File: src/rtl/decode_stage_if.sv
// Bundle between decode_stage and its pipeline neighbours (fetch, WB, EX/MEM, ID/EX consumers).
// ID_ILLEGAL_DETECT_EN adds the illegal_instr signal.
interface decode_stage_if;
  logic [31:0] ifid_pc;
  logic [31:0] ifid_instr;
  logic        wb_reg_write;
  logic [4:0]  wb_rd;
  logic [31:0] wb_data;
  logic        exmem_reg_write;
  logic [4:0]  exmem_rd;
  logic        load_pc;
  logic        load_if_id_register;
  logic        mux_sel;
  logic [31:0] pc_branch_value;
  logic        if_flush;
  logic [31:0] idex_pc;
  logic [31:0] idex_rs1_data;
  logic [31:0] idex_rs2_data;
  logic [31:0] idex_imm;
  logic [4:0]  idex_rs1;
  logic [4:0]  idex_rs2;
  logic [4:0]  idex_rd;
  logic [4:0]  idex_ctrl;
  logic [3:0]  idex_alu_ctrl;
`ifdef ID_ILLEGAL_DETECT_EN
  logic        illegal_instr;

  modport master (
    output ifid_pc, ifid_instr, wb_reg_write, wb_rd, wb_data, exmem_reg_write, exmem_rd,
    input  load_pc, load_if_id_register, mux_sel, pc_branch_value, if_flush,
    input  idex_pc, idex_rs1_data, idex_rs2_data, idex_imm, idex_rs1, idex_rs2, idex_rd,
    input  idex_ctrl, idex_alu_ctrl, illegal_instr
  );
  modport slave (
    input  ifid_pc, ifid_instr, wb_reg_write, wb_rd, wb_data, exmem_reg_write, exmem_rd,
    output load_pc, load_if_id_register, mux_sel, pc_branch_value, if_flush,
    output idex_pc, idex_rs1_data, idex_rs2_data, idex_imm, idex_rs1, idex_rs2, idex_rd,
    output idex_ctrl, idex_alu_ctrl, illegal_instr
  );
`else
  modport master (
    output ifid_pc, ifid_instr, wb_reg_write, wb_rd, wb_data, exmem_reg_write, exmem_rd,
    input  load_pc, load_if_id_register, mux_sel, pc_branch_value, if_flush,
    input  idex_pc, idex_rs1_data, idex_rs2_data, idex_imm, idex_rs1, idex_rs2, idex_rd,
    input  idex_ctrl, idex_alu_ctrl
  );
  modport slave (
    input  ifid_pc, ifid_instr, wb_reg_write, wb_rd, wb_data, exmem_reg_write, exmem_rd,
    output load_pc, load_if_id_register, mux_sel, pc_branch_value, if_flush,
    output idex_pc, idex_rs1_data, idex_rs2_data, idex_imm, idex_rs1, idex_rs2, idex_rd,
    output idex_ctrl, idex_alu_ctrl
  );
`endif
endinterface

File: src/rtl/decode_stage.sv
// ID stage: register file, immediate/control decode, load-use and branch hazards, BEQ/BNE resolution.
// Optional macro ID_ILLEGAL_DETECT_EN adds a registered illegal-opcode flag.
module decode_stage #(
  parameter int          XLEN         = 32,
  parameter logic [31:0] RF_RESET_VAL = '0
) (
  input logic          clock,
  input logic          reset,
  decode_stage_if.slave bus
);

  localparam logic [6:0] OP_R      = 7'b0110011;
  localparam logic [6:0] OP_I      = 7'b0010011;
  localparam logic [6:0] OP_LOAD   = 7'b0000011;
  localparam logic [6:0] OP_STORE  = 7'b0100011;
  localparam logic [6:0] OP_BRANCH = 7'b1100011;

  logic [XLEN-1:0] rf [0:31];

  logic [31:0] instr;
  logic [6:0]  opcode;
  logic [4:0]  rd_f, rs1_f, rs2_f;
  logic [2:0]  f3;
  logic        f7b5;

  assign instr  = bus.ifid_instr;
  assign opcode = instr[6:0];
  assign rd_f   = instr[11:7];
  assign f3     = instr[14:12];
  assign rs1_f  = instr[19:15];
  assign rs2_f  = instr[24:20];
  assign f7b5   = instr[30];

  logic signed [XLEN-1:0] imm_i, imm_s, imm_b;
  assign imm_i = {{20{instr[31]}}, instr[31:20]};
  assign imm_s = {{20{instr[31]}}, instr[31:25], instr[11:7]};
  assign imm_b = {{20{instr[31]}}, instr[7], instr[30:25], instr[11:8], 1'b0};

  logic [XLEN-1:0] rs1_data, rs2_data;

  // Write-through read so a WB in the same cycle is seen by the instruction in ID.
  always_comb begin
    if (rs1_f == 5'd0)                           rs1_data = '0;
    else if (bus.wb_reg_write && bus.wb_rd == rs1_f) rs1_data = bus.wb_data;
    else                                         rs1_data = rf[rs1_f];
    if (rs2_f == 5'd0)                           rs2_data = '0;
    else if (bus.wb_reg_write && bus.wb_rd == rs2_f) rs2_data = bus.wb_data;
    else                                         rs2_data = rf[rs2_f];
  end

  always_ff @(posedge clock or posedge reset) begin
    if (reset) begin
      for (int i = 0; i < 32; i++) rf[i] <= (i == 0) ? '0 : RF_RESET_VAL;
    end else if (bus.wb_reg_write && bus.wb_rd != 5'd0) begin
      rf[bus.wb_rd] <= bus.wb_data;
    end
  end

  logic [4:0]             ctrl_p0;
  logic [3:0]             alu_p0;
  logic [4:0]             rd_p0;
  logic signed [XLEN-1:0] imm_p0;
  logic                   uses_rs1, uses_rs2, is_branch;

  // ctrl = {reg_write, mem_read, mem_write, mem_to_reg, alu_src}; branches decode to a bubble.
  always_comb begin
    ctrl_p0   = '0;
    alu_p0    = '0;
    rd_p0     = '0;
    imm_p0    = imm_i;
    uses_rs1  = 1'b0;
    uses_rs2  = 1'b0;
    is_branch = 1'b0;
    case (opcode)
      OP_R: begin
        ctrl_p0 = 5'b10000; alu_p0 = {f7b5, f3}; rd_p0 = rd_f;
        uses_rs1 = 1'b1; uses_rs2 = 1'b1;
      end
      OP_I: begin
        ctrl_p0 = 5'b10001; alu_p0 = {(f3 == 3'b101) & f7b5, f3}; rd_p0 = rd_f;
        uses_rs1 = 1'b1;
      end
      OP_LOAD: begin
        ctrl_p0 = 5'b11011; rd_p0 = rd_f; uses_rs1 = 1'b1;
      end
      OP_STORE: begin
        ctrl_p0 = 5'b00101; imm_p0 = imm_s;
        uses_rs1 = 1'b1; uses_rs2 = 1'b1;
      end
      OP_BRANCH: begin
        imm_p0 = imm_b;
        if (f3 == 3'b000 || f3 == 3'b001) begin
          is_branch = 1'b1; uses_rs1 = 1'b1; uses_rs2 = 1'b1;
        end
      end
      default: ;
    endcase
  end

  logic [XLEN-1:0]        pc_p1, rs1d_p1, rs2d_p1;
  logic signed [XLEN-1:0] imm_p1;
  logic [4:0]             rs1_p1, rs2_p1, rd_p1, ctrl_p1;
  logic [3:0]             alu_p1;

  logic load_use, br_hazard, stall, taken;

  assign load_use = ctrl_p1[3] && (rd_p1 != 5'd0) &&
                    ((uses_rs1 && rs1_f == rd_p1) || (uses_rs2 && rs2_f == rd_p1));

  assign br_hazard = is_branch &&
    ((rs1_f != 5'd0 && ((ctrl_p1[4] && rs1_f == rd_p1) || (bus.exmem_reg_write && rs1_f == bus.exmem_rd))) ||
     (rs2_f != 5'd0 && ((ctrl_p1[4] && rs2_f == rd_p1) || (bus.exmem_reg_write && rs2_f == bus.exmem_rd))));

  assign stall = load_use || br_hazard;
  assign taken = is_branch && !stall && (f3[0] ? (rs1_data != rs2_data) : (rs1_data == rs2_data));

  assign bus.load_pc             = reset || !stall;
  assign bus.load_if_id_register = reset || !stall;
  assign bus.mux_sel             = !reset && taken;
  assign bus.if_flush            = !reset && taken;
  assign bus.pc_branch_value     = bus.ifid_pc + $unsigned(imm_b);

  // ---- ID/EX boundary ----
  always_ff @(posedge clock or posedge reset) begin
    if (reset) begin
      pc_p1   <= '0; rs1d_p1 <= '0; rs2d_p1 <= '0; imm_p1 <= '0;
      rs1_p1  <= '0; rs2_p1  <= '0; rd_p1   <= '0; ctrl_p1 <= '0; alu_p1 <= '0;
    end else begin
      pc_p1   <= bus.ifid_pc;
      rs1d_p1 <= rs1_data;
      rs2d_p1 <= rs2_data;
      imm_p1  <= imm_p0;
      rs1_p1  <= rs1_f;
      rs2_p1  <= rs2_f;
      rd_p1   <= stall ? 5'd0 : rd_p0;
      ctrl_p1 <= stall ? 5'd0 : ctrl_p0;
      alu_p1  <= stall ? 4'd0 : alu_p0;
    end
  end

  assign bus.idex_pc       = pc_p1;
  assign bus.idex_rs1_data = rs1d_p1;
  assign bus.idex_rs2_data = rs2d_p1;
  assign bus.idex_imm      = imm_p1;
  assign bus.idex_rs1      = rs1_p1;
  assign bus.idex_rs2      = rs2_p1;
  assign bus.idex_rd       = rd_p1;
  assign bus.idex_ctrl     = ctrl_p1;
  assign bus.idex_alu_ctrl = alu_p1;

`ifdef ID_ILLEGAL_DETECT_EN
  logic illegal_p0, illegal_p1;

  // The all-zero word marks a flushed slot and is never reported.
  assign illegal_p0 = (instr != 32'd0) &&
                      !(opcode == OP_R || opcode == OP_I || opcode == OP_LOAD ||
                        opcode == OP_STORE || is_branch);

  always_ff @(posedge clock or posedge reset) begin
    if (reset) illegal_p1 <= 1'b0;
    else       illegal_p1 <= illegal_p0;
  end

  assign bus.illegal_instr = illegal_p1;
`endif

endmodule

File: src/flat_wrapper.sv
// flat-port wrapper written by rule: the top's interface ports become plain ports
module decode_stage_flat 
#(
  parameter int          XLEN         = 32,
  parameter logic [31:0] RF_RESET_VAL = '0
)
  (clock, reset, bus_ifid_pc, bus_ifid_instr, bus_wb_reg_write, bus_wb_rd, bus_wb_data, bus_exmem_reg_write, bus_exmem_rd, bus_load_pc, bus_load_if_id_register, bus_mux_sel, bus_pc_branch_value, bus_if_flush, bus_idex_pc, bus_idex_rs1_data, bus_idex_rs2_data, bus_idex_imm, bus_idex_rs1, bus_idex_rs2, bus_idex_rd, bus_idex_ctrl, bus_idex_alu_ctrl);
  decode_stage_if bus_i ();
  input logic clock;
  input logic reset;
  input wire logic [$bits(bus_i.ifid_pc)-1:0] bus_ifid_pc;
  input wire logic [$bits(bus_i.ifid_instr)-1:0] bus_ifid_instr;
  input wire logic [$bits(bus_i.wb_reg_write)-1:0] bus_wb_reg_write;
  input wire logic [$bits(bus_i.wb_rd)-1:0] bus_wb_rd;
  input wire logic [$bits(bus_i.wb_data)-1:0] bus_wb_data;
  input wire logic [$bits(bus_i.exmem_reg_write)-1:0] bus_exmem_reg_write;
  input wire logic [$bits(bus_i.exmem_rd)-1:0] bus_exmem_rd;
  output wire logic [$bits(bus_i.load_pc)-1:0] bus_load_pc;
  output wire logic [$bits(bus_i.load_if_id_register)-1:0] bus_load_if_id_register;
  output wire logic [$bits(bus_i.mux_sel)-1:0] bus_mux_sel;
  output wire logic [$bits(bus_i.pc_branch_value)-1:0] bus_pc_branch_value;
  output wire logic [$bits(bus_i.if_flush)-1:0] bus_if_flush;
  output wire logic [$bits(bus_i.idex_pc)-1:0] bus_idex_pc;
  output wire logic [$bits(bus_i.idex_rs1_data)-1:0] bus_idex_rs1_data;
  output wire logic [$bits(bus_i.idex_rs2_data)-1:0] bus_idex_rs2_data;
  output wire logic [$bits(bus_i.idex_imm)-1:0] bus_idex_imm;
  output wire logic [$bits(bus_i.idex_rs1)-1:0] bus_idex_rs1;
  output wire logic [$bits(bus_i.idex_rs2)-1:0] bus_idex_rs2;
  output wire logic [$bits(bus_i.idex_rd)-1:0] bus_idex_rd;
  output wire logic [$bits(bus_i.idex_ctrl)-1:0] bus_idex_ctrl;
  output wire logic [$bits(bus_i.idex_alu_ctrl)-1:0] bus_idex_alu_ctrl;
  assign bus_i.ifid_pc = bus_ifid_pc;
  assign bus_i.ifid_instr = bus_ifid_instr;
  assign bus_i.wb_reg_write = bus_wb_reg_write;
  assign bus_i.wb_rd = bus_wb_rd;
  assign bus_i.wb_data = bus_wb_data;
  assign bus_i.exmem_reg_write = bus_exmem_reg_write;
  assign bus_i.exmem_rd = bus_exmem_rd;
  assign bus_load_pc = bus_i.load_pc;
  assign bus_load_if_id_register = bus_i.load_if_id_register;
  assign bus_mux_sel = bus_i.mux_sel;
  assign bus_pc_branch_value = bus_i.pc_branch_value;
  assign bus_if_flush = bus_i.if_flush;
  assign bus_idex_pc = bus_i.idex_pc;
  assign bus_idex_rs1_data = bus_i.idex_rs1_data;
  assign bus_idex_rs2_data = bus_i.idex_rs2_data;
  assign bus_idex_imm = bus_i.idex_imm;
  assign bus_idex_rs1 = bus_i.idex_rs1;
  assign bus_idex_rs2 = bus_i.idex_rs2;
  assign bus_idex_rd = bus_i.idex_rd;
  assign bus_idex_ctrl = bus_i.idex_ctrl;
  assign bus_idex_alu_ctrl = bus_i.idex_alu_ctrl;
  decode_stage #(.XLEN(XLEN), .RF_RESET_VAL(RF_RESET_VAL)) u_core (.clock(clock), .reset(reset), .bus(bus_i));
endmodule
File: config.mk
export PLATFORM = sky130hd
export DESIGN_NAME = decode_stage_flat
export DESIGN_NICKNAME = d
export VERILOG_FILES = /design/src/rtl/decode_stage_if.sv /design/src/rtl/decode_stage.sv /design/src/flat_wrapper.sv
export SDC_FILE = /design/constraint.sdc
export NUM_CORES = 2
export LEC_CHECK = 0
export CAP_MARGIN = 0
export CELL_PAD_IN_SITES_DETAIL_PLACEMENT = 1
export CELL_PAD_IN_SITES_GLOBAL_PLACEMENT = 2
export CORE_ASPECT_RATIO = 0.8
export CORE_MARGIN = 2
export CORE_UTILIZATION = 45
export DETAILED_ROUTE_END_ITERATION = 12
export PLACE_DENSITY = 0.79
export SETUP_SLACK_MARGIN = 0.02
export SLEW_MARGIN = 25
export SYNTH_ARGS = -nofsm -noshare
export SYNTH_HDL_FRONTEND = slang
export SYNTH_SLANG_ARGS = --single-unit
File: constraint.sdc
create_clock -name clock -period 67.5 [get_ports clock]
set_input_delay 6.75 -clock clock [delete_from_list [all_inputs] [get_ports clock]]
set_output_delay 6.75 -clock clock [all_outputs]
set_load 0.01 [all_outputs]
==> impl_metrics.ini <==
[clock_network]
holdBufCountCts = 0
numClockSinks = 1156
path_clk_slew_ns = 0.07
clk_path_buf_depth = 3
cts_made_buffers = 121
cts_setup_buffers = 0
cts_tree = done
cts_root_buf = clkbuf_16
htreeDepth = 3
clk_latency_ns = 0.77
cts_resized = 0

[power_and_ir_drop]
power.internal_w = 0.00146
ir_worst_vdd_v = 0.0000232
p_clk_share_pct = 33.5
combPwrFrac_pct = 21.9
switching_share_pct = 28.9
p_leak_nw = 29.9
switchingPower_w = 0.000594
p_per_area_mw_per_mm2 = 29.6
power_frac_seq_pct = 44.6

[setup_path]
crit_type = in2out
slowest_stage = buf_4
end_kind = primary output
slowest_delay_ns = 0.85
critPathRequiredTime_ns = 60.75
cp_max_fo = 98
setup.worst_path.start_class = primary input
worstPathCellList = buf_8 > buf_12 > buf_4 > buf_4 > mux4_2 > mux4_2 > a221o_1 > xor2_1 > nand4b_1 > nor4_2 > and4_1 > mux2i_1 > clkdlybuf4s50_1
critical_path_arrival_ns = 13.59

[synth]
async_flop_share_pct = 100
yosysTopAreaCell = dfrtp_1
seq_area_frac_synth_pct = 47.4
ys_types = 77
netlist_area_mm2 = 0.0610
synth_edf_count = 0
syn_nets = 4369
avgSynthCellArea_um2 = 14.4
ys_top_cells_by_count = dfrtp_1, mux2_2, mux4_2, clkbuf_1, mux2i_1
synth_seq_cells = 1156
synthTopCellsByArea = dfrtp_1, mux2_2, mux4_2
yosysMostFrequentCell = dfrtp_1
ys_warn_count = 0
netlist.area_leader.share_pct = 47.4
synth_flop_cell = dfrtp_1
syn_inst = 4228

[die]
initial_core_util_pct = 45.4
design.die.area_mm2 = 0.139
io_pins = 298
die_width_um = 416
die_h_um = 333
num_rows = 120
core_mm2 = 0.134

[route]
vias = 41300
final_antenna_net_count = 0
viasPerCell = 6.66
routed_wl_um = 217000
drt_iter0_drc = 3967
wl_met2_um = 99200
wl_met1_um = 90900
drc = 0
wl_per_cell_um = 34.9
top_layer = met5
drt-pass1-iter-count = 7
wl_met3_um = 16800

[place]
routabilityCongestion = 0.818
placed_cell_area_mm2 = 0.0653
place_ws_ns = 47.05
io_buffer_count = 297
dp_hpwl_um = 126000
dp_cells = 5970

[cells_and_area]
final_util_pct = 51.7
synthToLayoutAreaGrowth_pct = 13.8
fin_area_mm2 = 0.0694
layout-drive-gt1-share_pct = 41.5
stdcell_count = 6202
num-nets-final = 4466
n_fill_cell = 12800

[sta]
tightest_slew_ns = 1.19
hold_violations = 0
clock_skew_ns = 0.0259
finalSetupViolCount = 0
fin_ws_ns = 47.16
finalCritPeriodShare_pct = 30.1
relSlewSlack_pct = 20.8
finalMaxSlewViolations = 0
fin_crit_ns = 20.34
fmax_mhz = 49.2
finalSetupTns_ns = 0
rsz0062_at_grt = false

[global_routing]
grt_pass1_wl_um = 316000
grt_max_degree = 161
grt_pass1_vias = 42900
antenna_found_initial = 13
track_usage_pct = 31.2
overflow = 0

[run]
cap_violations = 0

[hold_path]
hp-class = reg2reg

[outcome]
outcome = complete, no violations
==> sequential cells by signal, summed over array words and instances (netlist names) <==
register                  cells
u_core.rf                  1024
u_core.bus.idex_pc           32
u_core.bus.idex_rs1_data     32
u_core.bus.idex_rs2_data     32
u_core.bus.idex_imm          13
u_core.bus.idex_rd            5
u_core.bus.idex_rs1           5
u_core.bus.idex_rs2           5
u_core.bus.idex_alu_ctrl      4
u_core.bus.idex_ctrl          4
==> final timing paths <==
| path | from | to | slack [ns] | cells after the start |
|---|---|---|---|---|
| min | u_core.rf[1007]$_DFFE_PP0P_ | u_core.rf[1007]$_DFFE_PP0P_ | 0.40 | 0 |
| max in group asynchronous | reset | u_core.rf[51]$_DFFE_PP0P_ | 57.33 | 7 |
| min reg2reg | u_core.rf[1007]$_DFFE_PP0P_ | u_core.rf[1007]$_DFFE_PP0P_ | 0.40 | 0 |
| max | bus_ifid_instr[20] | bus_if_flush | 47.16 | 13 |
| max reg2reg | u_core.rf[901]$_DFFE_PP0P_ | u_core.bus.idex_rs1_data[5]$_DFF_PP0_ | 65.18 | 6 |
| min in group asynchronous | reset | u_core.bus.idex_ctrl[4]$_DFF_PP0_ | 6.61 | 2 |
==> worst max-delay path: cells and delay by family <==
kind | cells | cell delay [ns]
AO/OA/AOI/OAI | 1 | 0.36
XOR/XNOR | 1 | 0.17
buffers and inverters | 5 | 3.27
multiplexers | 3 | 1.35
AND/OR/NAND/NOR | 3 | 1.58
==> stage by stage <==
step,power [W],hold slack (ns)
floorplan,0.00121,0.441
global placement,0.00135,0.378
detailed placement,0.00137,0.384
CTS,0.00206,0.398
global route,0.00214,0.406
finish,0.00206,0.398
==> placed cells by master (no fill, tap or decap), types with 10 or more instances in the layout <==
cell,count
clkbuf_8,28
a221o_1,40
dfrtp_1,1156
nand3_1,18
clkbuf_16,122
a211oi_1,16
nor2_1,59
clkbuf_1,30
o22ai_1,11
and3_1,10
and2_1,25
clkdlybuf4s50_1,287
nand2b_1,11
mux2i_1,242
buf_4,126
a221oi_1,110
o21ai_0,69
a22oi_1,79
clkinv_2,29
a21oi_1,63
mux2_2,1002
nor2b_1,12
nor3_1,29
xor2_1,26
a21o_1,14
nand2_1,65
ha_1,30
nand2_4,11
nor2_4,21
mux4_2,435
xnor2_1,54
inv_1,22
==> layout make-up <==
cell class / count / area [um2] / area share (%)
Clock buffer: 180 / 3550 / 5.12
Sequential cell: 1156 / 28900 / 41.7
Inverter: 28 / 116 / 0.168
Antenna cell: 3 / 7.51 / 0.0108
Multi-Input combinational cell: 2590 / 30100 / 43.3
Timing Repair Buffer: 428 / 4030 / 5.81
Clock inverter: 48 / 474 / 0.683
Tap cell: 1769 / 2210 / 3.19
==> routing by layer <==
layer / vias up / track usage [%]
met5: - / 0
met4: 8 / 12.6
met3: 495 / 6.39
met2: 1757 / 47.9
met1: 22600 / 43.6
li1: 16500 / -
==> logic make-up after synthesis <==
family	after synthesis	share of synthesized area, %
compound gates	480	5.86
buf+inv	482	3.76
simple gates	319	2.60
fa+ha+maj	31	0.648
mux	1679	38.5
flops	1156	47.4
xor+xnor	81	1.16
==> power groups by stage <==
stage	Combinational (W)	Clock, W	Sequential, W
4_1_cts	0.000449	0.000698	0.000914
2_1_floorplan	0.000316	0	0.000896
5_1_grt	0.000478	0.000724	0.000933
3_3_place_gp	0.000434	0	0.000916
6_report	0.000450	0.000689	0.000918
3_5_place_dp	0.000446	0	0.000925
Note: power is estimated with default switching activity, not from simulation.
